==> config.mk <==
export PLATFORM = sky130hd
export DESIGN_NAME = invader_formation_mover
export DESIGN_NICKNAME = d
export VERILOG_FILES = /design/src/rtl/invader_formation_mover_pkg.sv /design/src/rtl/invader_formation_mover_mask_extent.sv /design/src/rtl/invader_formation_mover.sv
export SDC_FILE = /design/constraint.sdc
export NUM_CORES = 1
export LEC_CHECK = 0
export CORE_MARGIN = 2
export CORE_UTILIZATION = 45
export DETAILED_ROUTE_END_ITERATION = 10
export PLACE_DENSITY = 0.72
export SETUP_SLACK_MARGIN = 0.2
export SKIP_CTS_REPAIR_TIMING = 1
export SLEW_MARGIN = 20
export SYNTH_ARGS = -nofsm -noshare
export SYNTH_HDL_FRONTEND = slang
export SYNTH_SLANG_ARGS = --single-unit
==> constraint.sdc <==
create_clock -name clk -period 3.6 [get_ports clk]
set_input_delay 0.54 -clock clk [delete_from_list [all_inputs] [get_ports clk]]
set_output_delay 0.54 -clock clk [all_outputs]
set_load 0.02 [all_outputs]
==> src/rtl/invader_formation_mover_pkg.sv <==
// Shared formation types and dimensions for the mover, game controller and invader drawers.
package invader_formation_mover_pkg;
    localparam int NUM_ROWS = 8;
    localparam int NUM_COLS = 16;
    localparam int ROW_W    = $clog2(NUM_ROWS);
    localparam int COL_W    = $clog2(NUM_COLS);
    localparam int ALIVE_W  = $clog2(NUM_ROWS * NUM_COLS) + 1;

    typedef enum logic [1:0] {
        IDLE   = 2'd0,
        MOVE_R = 2'd1,
        MOVE_L = 2'd2,
        LANDED = 2'd3
    } state_e;
endpackage

==> src/rtl/invader_formation_mover_mask_extent.sv <==
// Combinational extents of the alive mask: outermost live columns, lowest live row, live count.
module inv_mask_extent
    import invader_formation_mover_pkg::*;
(
    input  logic [NUM_ROWS-1:0][NUM_COLS-1:0] inv_exs,
    output logic [COL_W-1:0]                  l_col,
    output logic [COL_W-1:0]                  r_col,
    output logic [ROW_W-1:0]                  b_row,
    output logic [ALIVE_W-1:0]                alive,
    output logic                              any_alive
);
    logic [NUM_COLS-1:0] col_any;
    logic [NUM_ROWS-1:0] row_any;

    always_comb begin
        col_any = '0;
        row_any = '0;
        alive   = '0;
        for (int r = 0; r < NUM_ROWS; r++) begin
            for (int c = 0; c < NUM_COLS; c++) begin
                col_any[c] = col_any[c] | inv_exs[r][c];
                row_any[r] = row_any[r] | inv_exs[r][c];
                alive      = alive + ALIVE_W'(inv_exs[r][c]);
            end
        end
    end

    // Later loop iterations win, so scan direction picks lowest or highest index.
    always_comb begin
        l_col = '0;
        r_col = '0;
        b_row = '0;
        for (int c = NUM_COLS - 1; c >= 0; c--)
            if (col_any[c]) l_col = COL_W'(c);
        for (int c = 0; c < NUM_COLS; c++)
            if (col_any[c]) r_col = COL_W'(c);
        for (int r = 0; r < NUM_ROWS; r++)
            if (row_any[r]) b_row = ROW_W'(r);
    end

    assign any_alive = |row_any;
endmodule

==> src/rtl/invader_formation_mover.sv <==
// Marches the invader formation sideways, drops it at a border, speeds up as invaders die.
module invader_formation_mover
    import invader_formation_mover_pkg::*;
#(
    parameter int CELL_W     = 32,
    parameter int CELL_H     = 24,
    parameter int START_X    = 64,
    parameter int START_Y    = 48,
    parameter int STEP_X     = 8,
    parameter int STEP_Y     = 16,
    parameter int L_BORDER   = 5,
    parameter int R_BORDER   = 635,
    parameter int B_LIMIT    = 400,
    parameter int PERIOD_MAX = 32,
    parameter int PERIOD_MIN = 2
) (
    input  logic                              clk,
    input  logic                              resetN,
    input  logic                              startOfFrame,
    input  logic                              enable,
    input  logic                              restart,
    input  logic [NUM_ROWS-1:0][NUM_COLS-1:0] invExs,
    output logic [10:0]                       invOSX,
    output logic [10:0]                       invOSY,
    output logic                              movDir,
    output logic                              stepPulse,
    output logic                              landed
);
    logic [COL_W-1:0]   l_col, r_col;
    logic [ROW_W-1:0]   b_row;
    logic [ALIVE_W-1:0] alive;
    logic               any_alive;

    inv_mask_extent u_extent (
        .inv_exs  (invExs),
        .l_col    (l_col),
        .r_col    (r_col),
        .b_row    (b_row),
        .alive    (alive),
        .any_alive(any_alive)
    );

    state_e      state_q, state_d;
    logic [10:0] osx_q, osx_d, osy_q, osy_d, osy_desc;
    logic [5:0]  cnt_q, cnt_d;
    logic        dir_q, dir_d, pulse_q, pulse_d, landed_q, landed_d;
    logic [11:0] period, r_edge, l_edge, b_edge;
    logic        count_en, tick, descend;

    always_comb begin
        period   = 12'(PERIOD_MIN) + ((12'(alive) * 12'(PERIOD_MAX - PERIOD_MIN)) >> 7);
        r_edge   = 12'(osx_q) + (12'(r_col) + 12'd1) * 12'(CELL_W) + 12'(STEP_X);
        l_edge   = 12'(osx_q) + 12'(l_col) * 12'(CELL_W);
        osy_desc = osy_q + 11'(STEP_Y);
        b_edge   = 12'(osy_desc) + (12'(b_row) + 12'd1) * 12'(CELL_H);
        count_en = startOfFrame && enable && any_alive &&
                   (state_q == MOVE_R || state_q == MOVE_L);
        // >= rather than == so a period that shrank below the count still fires.
        tick     = count_en && (12'(cnt_q) >= period - 12'd1);

        state_d  = state_q;
        osx_d    = osx_q;
        osy_d    = osy_q;
        cnt_d    = cnt_q;
        dir_d    = dir_q;
        pulse_d  = 1'b0;
        landed_d = landed_q;
        descend  = 1'b0;

        if (restart) begin
            state_d  = IDLE;
            osx_d    = 11'(START_X);
            osy_d    = 11'(START_Y);
            cnt_d    = '0;
            dir_d    = 1'b1;
            landed_d = 1'b0;
        end else begin
            case (state_q)
                IDLE: if (enable) state_d = MOVE_R;
                MOVE_R, MOVE_L: begin
                    if (tick) begin
                        cnt_d   = '0;
                        pulse_d = 1'b1;
                        if (state_q == MOVE_R) begin
                            if (r_edge > 12'(R_BORDER)) begin
                                descend = 1'b1;
                                dir_d   = 1'b0;
                                state_d = MOVE_L;
                            end else begin
                                osx_d = osx_q + 11'(STEP_X);
                            end
                        end else begin
                            if (l_edge < 12'(L_BORDER + STEP_X)) begin
                                descend = 1'b1;
                                dir_d   = 1'b1;
                                state_d = MOVE_R;
                            end else begin
                                osx_d = osx_q - 11'(STEP_X);
                            end
                        end
                    end else if (count_en) begin
                        cnt_d = cnt_q + 6'd1;
                    end
                end
                default: ;
            endcase
            if (descend) begin
                osy_d = osy_desc;
                if (b_edge >= 12'(B_LIMIT)) begin
                    landed_d = 1'b1;
                    state_d  = LANDED;
                end
            end
        end
    end

    always_ff @(posedge clk or negedge resetN) begin
        if (!resetN) begin
            state_q  <= IDLE;
            osx_q    <= 11'(START_X);
            osy_q    <= 11'(START_Y);
            cnt_q    <= '0;
            dir_q    <= 1'b1;
            pulse_q  <= 1'b0;
            landed_q <= 1'b0;
        end else begin
            state_q  <= state_d;
            osx_q    <= osx_d;
            osy_q    <= osy_d;
            cnt_q    <= cnt_d;
            dir_q    <= dir_d;
            pulse_q  <= pulse_d;
            landed_q <= landed_d;
        end
    end

    assign invOSX    = osx_q;
    assign invOSY    = osy_q;
    assign movDir    = dir_q;
    assign stepPulse = pulse_q;
    assign landed    = landed_q;
endmodule

# Word level (Yosys, flattened, before mapping)
# Cells that the tools add are included.
[totals] ff_bits=33 input_bits=133 out_inout_bits=25 elab_cells=484
[classes] addsub=139 multipliers=2 order_cmp=4 eq_ne=5 n_mux=77 bitwise=232 n_reduce_logical=18
[op_table] cell="$add 8x1->8" n=126
[op_table] cell="$or 1x1->1" n=232
[op_table] cell="$mux 4" n=30
[op_table] cell="$mux 11" n=8
[op_table] cell="$add 11x9->12" n=2
[op_table] cell="$mux 6" n=4
[op_table] cell="$mux 1" n=20
[op_table] cell="$mux 2" n=10
[op_table] cell="$add 11x10->12" n=1
[op_table] cell="$add 12x4->12 const B" n=1
[op_table] cell="$ge 12x9->1 const B" n=1
[op_table] cell="$ge 6x12->1" n=1
[op_table] cell="$gt 12x10->1 const B" n=1
[op_table] cell="$lt 12x4->1 const B" n=1
[op_table] cell="$mux 3" n=4
[op_table] cell="$add 11x4->11 const B" n=1
[op_table] cell="$add 11x5->11 const B" n=1
[op_table] cell="$mul 8x4->11 const B" n=1
[op_table] cell="$sub 11x4->11 const B" n=1
[op_table] cell="$reduce_and 4->1" n=2
[op_table] cell="$reduce_bool 2->1" n=4
[op_table] cell="$reduce_or 8->1" n=1
[op_table] cell="$sub 6x1->7 const B" n=1
[op_table] cell="$add 2x5->6 const A" n=1
[op_table] cell="16 further kinds" n=22

# Longest topological paths before layout
# Gate-level depths: netlist of run 1.
[depth] ltp_word=137 depth_mapped=45 mapped_depth_nobuf=44

# Modules after synthesis
# A second synthesis of run 1 with hierarchy kept.
[unflattened] cells_unflattened=860 hier_area_um2=7790.0
[modules_own_cells] mod="inv_mask_extent" n_inst=1 cells_per_inst=471 area_per_inst_um2=4359.2 seq_area_each_um2=0.0
[modules_own_cells] mod="invader_formation_mover" n_inst=1 cells_per_inst=389 area_per_inst_um2=3430.8 seq_area_each_um2=655.6

# Least setup slack after synthesis of run 1
# OpenSTA, ideal clock, no wires.
[synth_path] kind="in2reg" start="input port invExs[0] (netlist name)" end="register state_q[1]" setup_time_ns=0.136 arrival_ns=11.133 t_required_ns=3.464 slack_ns=-7.669 path_stages=35 path_buffers=1 path_cell_list="inv_1 > ha_1 > inv_1 > fa_1 > fa_1 > fa_1 > fa_1 > fa_1 > fa_1 > fa_1 > fa_1 > fa_1 > fa_1 > fa_1 > fa_1 > xnor2_1 > fa_1 > fa_1 > ha_1 > a21o_1 > a21oi_1 > nor2b_1 > o41ai_1 > xnor2_1 > nand3_1 > xor2_1 > ha_1 > o21a_1 > nor2_1 > o31ai_1 > nand2_2 > buf_6 > or4_1 > a21oi_1 > a21oi_1"
[synth_via] elab_chain_len=137 elab_cells_between_ends=172 cone_classes="add/sub: 130; mul: 1; order compare: 2; mux: 13; bitwise: 22; reduce/logical: 4"
[synth_rtl] element="start: declaration" line_no="invader_formation_mover.sv:22" rtl="input logic [NUM_ROWS-1:0][NUM_COLS-1:0] invExs,"
[synth_rtl] element="$add 1x1->2" line_no="invader_formation_mover_mask_extent.sv:23" rtl="alive = alive + ALIVE_W'(inv_exs[r][c]);"
[synth_rtl] element="$add 8x1->8 (126 in series)" line_no="invader_formation_mover_mask_extent.sv:23"
[synth_rtl] element="$mul 8x4->11" line_no="invader_formation_mover.sv:51" rtl="period = 12'(PERIOD_MIN) + ((12'(alive) * 12'(PERIOD_MAX - PERIOD_MIN)) >> 7);"
[synth_rtl] element="$add 2x5->6" line_no="invader_formation_mover.sv:51"
[synth_rtl] element="$sub 6x1->7" line_no="invader_formation_mover.sv:59" rtl="tick = count_en && (12'(cnt_q) >= period - 12'd1);"
[synth_rtl] element="$ge 6x12->1" line_no="invader_formation_mover.sv:59"
[synth_rtl] element="$logic_and 1x1->1" line_no="invader_formation_mover.sv:59"
[synth_rtl] element="$mux 2 or $mux 1 (tied branches)" line_no="invader_formation_mover.sv:81" rtl="if (tick) begin"
[synth_rtl] element="$pmux 2 s2 or $mux 1 (tied branches)" line_no="invader_formation_mover.sv:78" rtl="case (state_q)"
[synth_rtl] element="$mux 2 or $mux 1 (tied branches)" line_no="invader_formation_mover.sv:109, invader_formation_mover.sv:70"
[synth_rtl] element="$mux 2 *" line_no="invader_formation_mover.sv:107" rtl="if (descend) begin"
[synth_rtl] element="$mux 2 *" line_no="invader_formation_mover.sv:70" rtl="if (restart) begin"
[synth_rtl] element="via state_d[1]" line_no="invader_formation_mover.sv:43" rtl="state_e state_q, state_d;"
[synth_rtl] element="end signal: assignment" line_no="invader_formation_mover.sv:127" rtl="state_q <= state_d;"
[synth_rtl] element="end: declaration" line_no="invader_formation_mover.sv:43"
# The timed path passes the listed nets; every way through them passes the cells marked *. The select of a mux whose other input is x is not followed.
# A chain may end at the register's enable or synchronous reset.

# Worst setup path after layout of run 1
# Ends and elaborated chain as after synthesis.

==> results_dict.tcl, run 1 <==
set metrics [dict create \
    cts_tree "built" \
    cp_common_cell "fa_1" \
    violations "negative setup slack" \
    yosys-top-cells-area "fa_1 (33%), ha_1 (13%), inv_1 (10%), dfrtp_1 (7.3%), nor4_1 (4.8%)" \
    fp.dieW_um 133 \
    dp_hpwl_mm 22.5 \
    synth_top_cell_by_area "fa_1" \
    area_growth_pct 54.0 \
    hp-class "in2async" \
    clock_path_buffers 2 \
    rows 47 \
    max_cap_viol_count 0 \
    die_area_mm2 0.0177 \
    fp.coreArea_mm2 0.0165 \
    postRouteAntennaNets 0 \
    fmax_ghz 0.0896 \
    outcome "complete, but fails checks" \
    clk_pin_slew_ps 70 \
    drt-initial-drc-count 514 \
    start_util_pct 45.6 \
    setup-violations-final 26 \
    finalCritPeriodShare_pct 310 \
    drc 0 \
    wl_mm 25.7 \
    gp_congestion 1.01 \
    grt_first_pass_wirelength_mm 39.5 \
    layout.nets 1575 \
    die_y_um 133 \
    fin_crit_ps 11160 \
    final_common_cell "buf_4" \
    gr-total-overflow 0 \
    end_kind "flop" \
    synth_warnings 0 \
    slew_headroom_pct 43.8 \
    viasPerCell 5.19 \
    timing.final.max_slew_violations 0 \
    async_reset_ff_share_pct 100 \
    max_stage_delay_ps 590 \
    port_buffers 150 \
    hold_viol_final 0 \
    synth_ff_type "dfrtp_1" \
    crit_type "in2reg" \
    avgSynthCellArea_um2 8.78 \
    syn_inst 856 \
    cts_buffers 3 \
    fin_skew_ps 2.68 \
    synth-seq-cells 26 \
    syn_area_mm2 0.00751 \
    grt_usage_pct 28.6 \
    synth_edf_count 0 \
    grt_max_degree 27 \
    yosysTopAreaCellShare_pct 33.0 \
    grt_antenna_before_repair 0 \
    rsz0062_at_grt "yes" \
    h-tree-depth 1 \
    critPathLaunchType "primary input" \
    arrival_ps 11260 \
    dr.pass1.iters 5 \
    crit_buf_inv 5 \
    fin_util_pct 70.3 \
    worst_path_max_delay_cell "fa_1" \
    drive_above_1_share_pct 25.7 \
    grt_pass1_vias 7838 \
    cp_top_family "adder cells" \
    final_cell_mix "buf_4 (233), inv_1 (198), fa_1 (122)" \
    cts-root-buf "clkbuf_16" \
    via_count 7579 \
    insertion_delay_ps 270 \
    path_max_fanout 5 \
    ios 158 \
    worstMarginPinSlew_ps 840 \
    critPathRequiredTime_ps 3710 \
    ys_seq_area_share_pct 8.73 \
    cts_sinks 26 \
    ys_types 67 \
    finalWorstSetupSlack_ps -7560 \
    wl_per_cell_um 17.6 \
]
## synth_stat cells (11+ instances only)
library cell  number
fa_1             124
nand2_1           38
nor2_1            51
nand3_1           14
ha_1              79
o21ai_0           24
xnor2_1           27
a21oi_1           27
nor4_1            58
xor2_1            15
nor2b_1           11
nor3_1            17
inv_1            209
dfrtp_1           22
## state kept, by name, summed over array words and instances, names as in the netlist
signal,flops
cnt_q,6
invOSX,8
invOSY,7
landed,1
movDir,1
state_q,2
stepPulse,1
## layer usage
metal | track usage [%] | vias up | routed length (µm)
met3 | 3.35 | 90 | 1750
met4 | 12.3 | 0 | 1440
met1 | 35.7 | 3557 | 9710
li1 | - | 3570 | -
met5 | 0 | - | 0
met2 | 50.1 | 362 | 12800
## final timing paths
| kind | startpoint | to | slack [ps] | cells past startpoint |
|---|---|---|---|---|
| setup / recovery | invExs[0] | state_q[1]$_DFF_PN0_ | -7560 | 36 |
| max in group asynchronous | resetN | invOSX[6]$_DFFE_PN1P_ | 2960 | 1 |
| hold / removal | resetN | cnt_q[5]$_DFFE_PN0P_ | 260 | 1 |
| hold reg to reg | landed$_DFFE_PN0P_ | landed$_DFFE_PN0P_ | 570 | 2 |
| setup reg to reg | invOSX[5]$_DFFE_PN0P_ | invOSY[8]$_DFFE_PN0P_ | 750 | 11 |
| min in group clk | landed$_DFFE_PN0P_ | landed$_DFFE_PN0P_ | 570 | 2 |
## through the flow
stage | hold slack (ps) | worst slack (ps) | area (µm²) | TNS, ps | instances
2_1_floorplan | 244 | -7180 | 7630 | -180040 | 862
3_3_place_gp | 482 | -7740 | 11000 | -199230 | 1444
3_5_place_dp | 490 | -7990 | 11000 | -204740 | 1444
4_1_cts | 505 | -7720 | 11100 | -198150 | 1448
5_1_grt | 315 | -7920 | 11600 | -201140 | 1458
6_report | 264 | -7560 | 11600 | -190770 | 1459
## cells by family (layout without fill, tap and decap cells)
logic type	count (synthesis)	after routing	synth area share [%]
other	1	8	0.0499
flip-flops	26	26	8.73
AO/OA/AOI/OAI	108	108	9.49
adder cells (fa/ha/maj)	205	205	46.5
buffers and inverters	224	600	11.7
multiplexers	3	3	0.416
AND/OR/NAND/NOR	247	247	18.3
XOR/XNOR	42	42	4.90
## final cells by class
class                      count  area (µm²)
clock buffer                   4        88.8
timing repair buffer         387        3460
multi-input combinational    612        6300
antenna                        1        2.50
sequential                    26         656
inverter                     209         790
tap                          220         275
fill                        1259        4900
Power of run 1 is not shown: default switching activity piles up to over one toggle a cycle in this logic, so the estimate is an artifact.
==> run 2: changes to the inputs <==
--- a/config.mk
+++ b/config.mk
@@ -5,7 +5,6 @@
 export SDC_FILE = /design/constraint.sdc
 export NUM_CORES = 1
 export LEC_CHECK = 0
-export CORE_MARGIN = 2
 export CORE_UTILIZATION = 45
 export DETAILED_ROUTE_END_ITERATION = 10
 export PLACE_DENSITY = 0.72
==> run 2 against run 1 <==
Against the previous run: the flow still finishes with violations (negative setup slack); sequential share of layout area about the same; register-to-register slack better by 70 ps; worst hold slack worse by 8.6 ps; wire length down 0.91%; final area down 0.15%; setup slack better by 280 ps; cell count up 0.21%; first-iteration DRC count down 28%; die area down 3.0%; critical path depth up 2; clock-buffer cell count unchanged; flip-flop and latch count unchanged; highest routed layer unchanged.
==> results_dict.tcl, run 2 (synthesized netlist as in run 1, its figures left out) <==
set metrics [dict create \
    layout.nets 1583 \
    cp_common_cell "fa_1" \
    drc 0 \
    slew_headroom_pct 46.9 \
    outcome "complete, but fails checks" \
    final_cell_mix "buf_4 (242), inv_1 (195), fa_1 (122)" \
    dr.pass1.iters 5 \
    end_kind "flop" \
    grt_antenna_before_repair 0 \
    wl_per_cell_um 17.4 \
    dp_slack_ps -8020 \
    cts-root-buf "clkbuf_16" \
    finalWorstSetupSlack_ps -7270 \
    gr-total-overflow 0 \
    postRouteAntennaNets 0 \
    grt_usage_pct 29.5 \
    crit_type "in2reg" \
    gp_congestion 1.01 \
    clock_path_buffers 2 \
    hp-class "in2async" \
    via_count 7594 \
    timing.hold.ws_ps 255 \
    viasPerCell 5.19 \
    dp_hpwl_mm 22.7 \
    grt_first_pass_wirelength_mm 39.6 \
    worst_path_max_delay_cell "fa_1" \
    final_common_cell "buf_4" \
    finalCritPeriodShare_pct 302 \
    crit_buf_inv 7 \
    critPathRequiredTime_ps 3710 \
    fin_skew_ps 1.21 \
    ios 158 \
    fillCellCount 1238 \
    largest_reg_flops 8 \
    cts_tree "built" \
    worstMarginPinSlew_ps 794 \
    start_util_pct 46.6 \
    timing.final.max_slew_violations 0 \
    cts_buffers 3 \
    die_area_mm2 0.0172 \
    setup-violations-final 26 \
    fmax_ghz 0.0920 \
    hold_viol_final 0 \
    antenna_cells 0 \
    insertion_delay_ps 260 \
    violations "negative setup slack" \
    fp.dieW_um 131 \
    cp_top_family "adder cells" \
    path_max_fanout 5 \
    max_stage_delay_ps 590 \
    drive_above_1_share_pct 27.0 \
    area_growth_pct 53.8 \
    grt_pass1_vias 8019 \
    drt-initial-drc-count 370 \
    arrival_ps 10990 \
    rows 46 \
    cts_sinks 26 \
    fin_setup_tns_ps -185890 \
    critPathLaunchType "primary input" \
    wl_mm 25.4 \
    die_y_um 131 \
    clk_pin_slew_ps 60 \
    fin_crit_ps 10870 \
    grt_max_degree 26 \
    max_cap_viol_count 0 \
    rsz0062_at_grt "yes" \
    port_buffers 150 \
    fp.coreArea_mm2 0.0161 \
    h-tree-depth 1 \
]
-- run 2: cell count changes in the layout (fill, tap and decap cells not counted), sizes merged --
| cell | previous run | this run |
|---|---|---|
| buf | 240 | 249 |
| clkbuf | 4 | 11 |
| diode | 1 | 0 |
| dlymetal6s2s | 62 | 54 |
-- run 2: cell type report --
type / count / area [µm²] / area share, %
clock buffer: 4 / 88.8 / 0.769
inverter: 209 / 787 / 6.81
multi-input combinational: 612 / 6300 / 54.6
sequential: 26 / 656 / 5.68
tap: 216 / 270 / 2.34
timing repair buffer: 395 / 3450 / 29.8
-- run 2: routing by layer --
metal / vias up / global-route usage, % / wire (µm)
li1: 3580 / - / -
met1: 3671 / 35.5 / 10100
met3: 66 / 2.85 / 1430
met4: 0 / 14.5 / 1220
met5: - / 0 / 0
met2: 277 / 52.6 / 12700
-- run 2: worst paths after layout --
| check | start | endpoint | slack, ps | depth (start not counted) |
|---|---|---|---|---|
| max | invExs[40] | state_q[1]$_DFF_PN0_ | -7270 | 38 |
| min | resetN | cnt_q[3]$_DFFE_PN0P_ | 250 | 1 |
| max reg2reg | invOSX[6]$_DFFE_PN1P_ | invOSY[4]$_DFFE_PN1P_ | 820 | 12 |
| min reg2reg | landed$_DFFE_PN0P_ | landed$_DFFE_PN0P_ | 530 | 2 |
| max in group asynchronous | resetN | invOSY[4]$_DFFE_PN1P_ | 2810 | 2 |
| min in group clk | landed$_DFFE_PN0P_ | landed$_DFFE_PN0P_ | 530 | 2 |
-- run 2: through the flow --
| step | util, % | std cells | area [µm²] |
|---|---|---|---|
| floorplan | - | 862 | 7630 |
| global placement | 68.7 | 1450 | 11100 |
| detailed placement | 68.7 | 1450 | 11100 |
| CTS | 69.3 | 1454 | 11200 |
| global route | 71.7 | 1462 | 11600 |
| finish | 71.7 | 1462 | 11600 |
Power of run 2 is left out for the same reason.
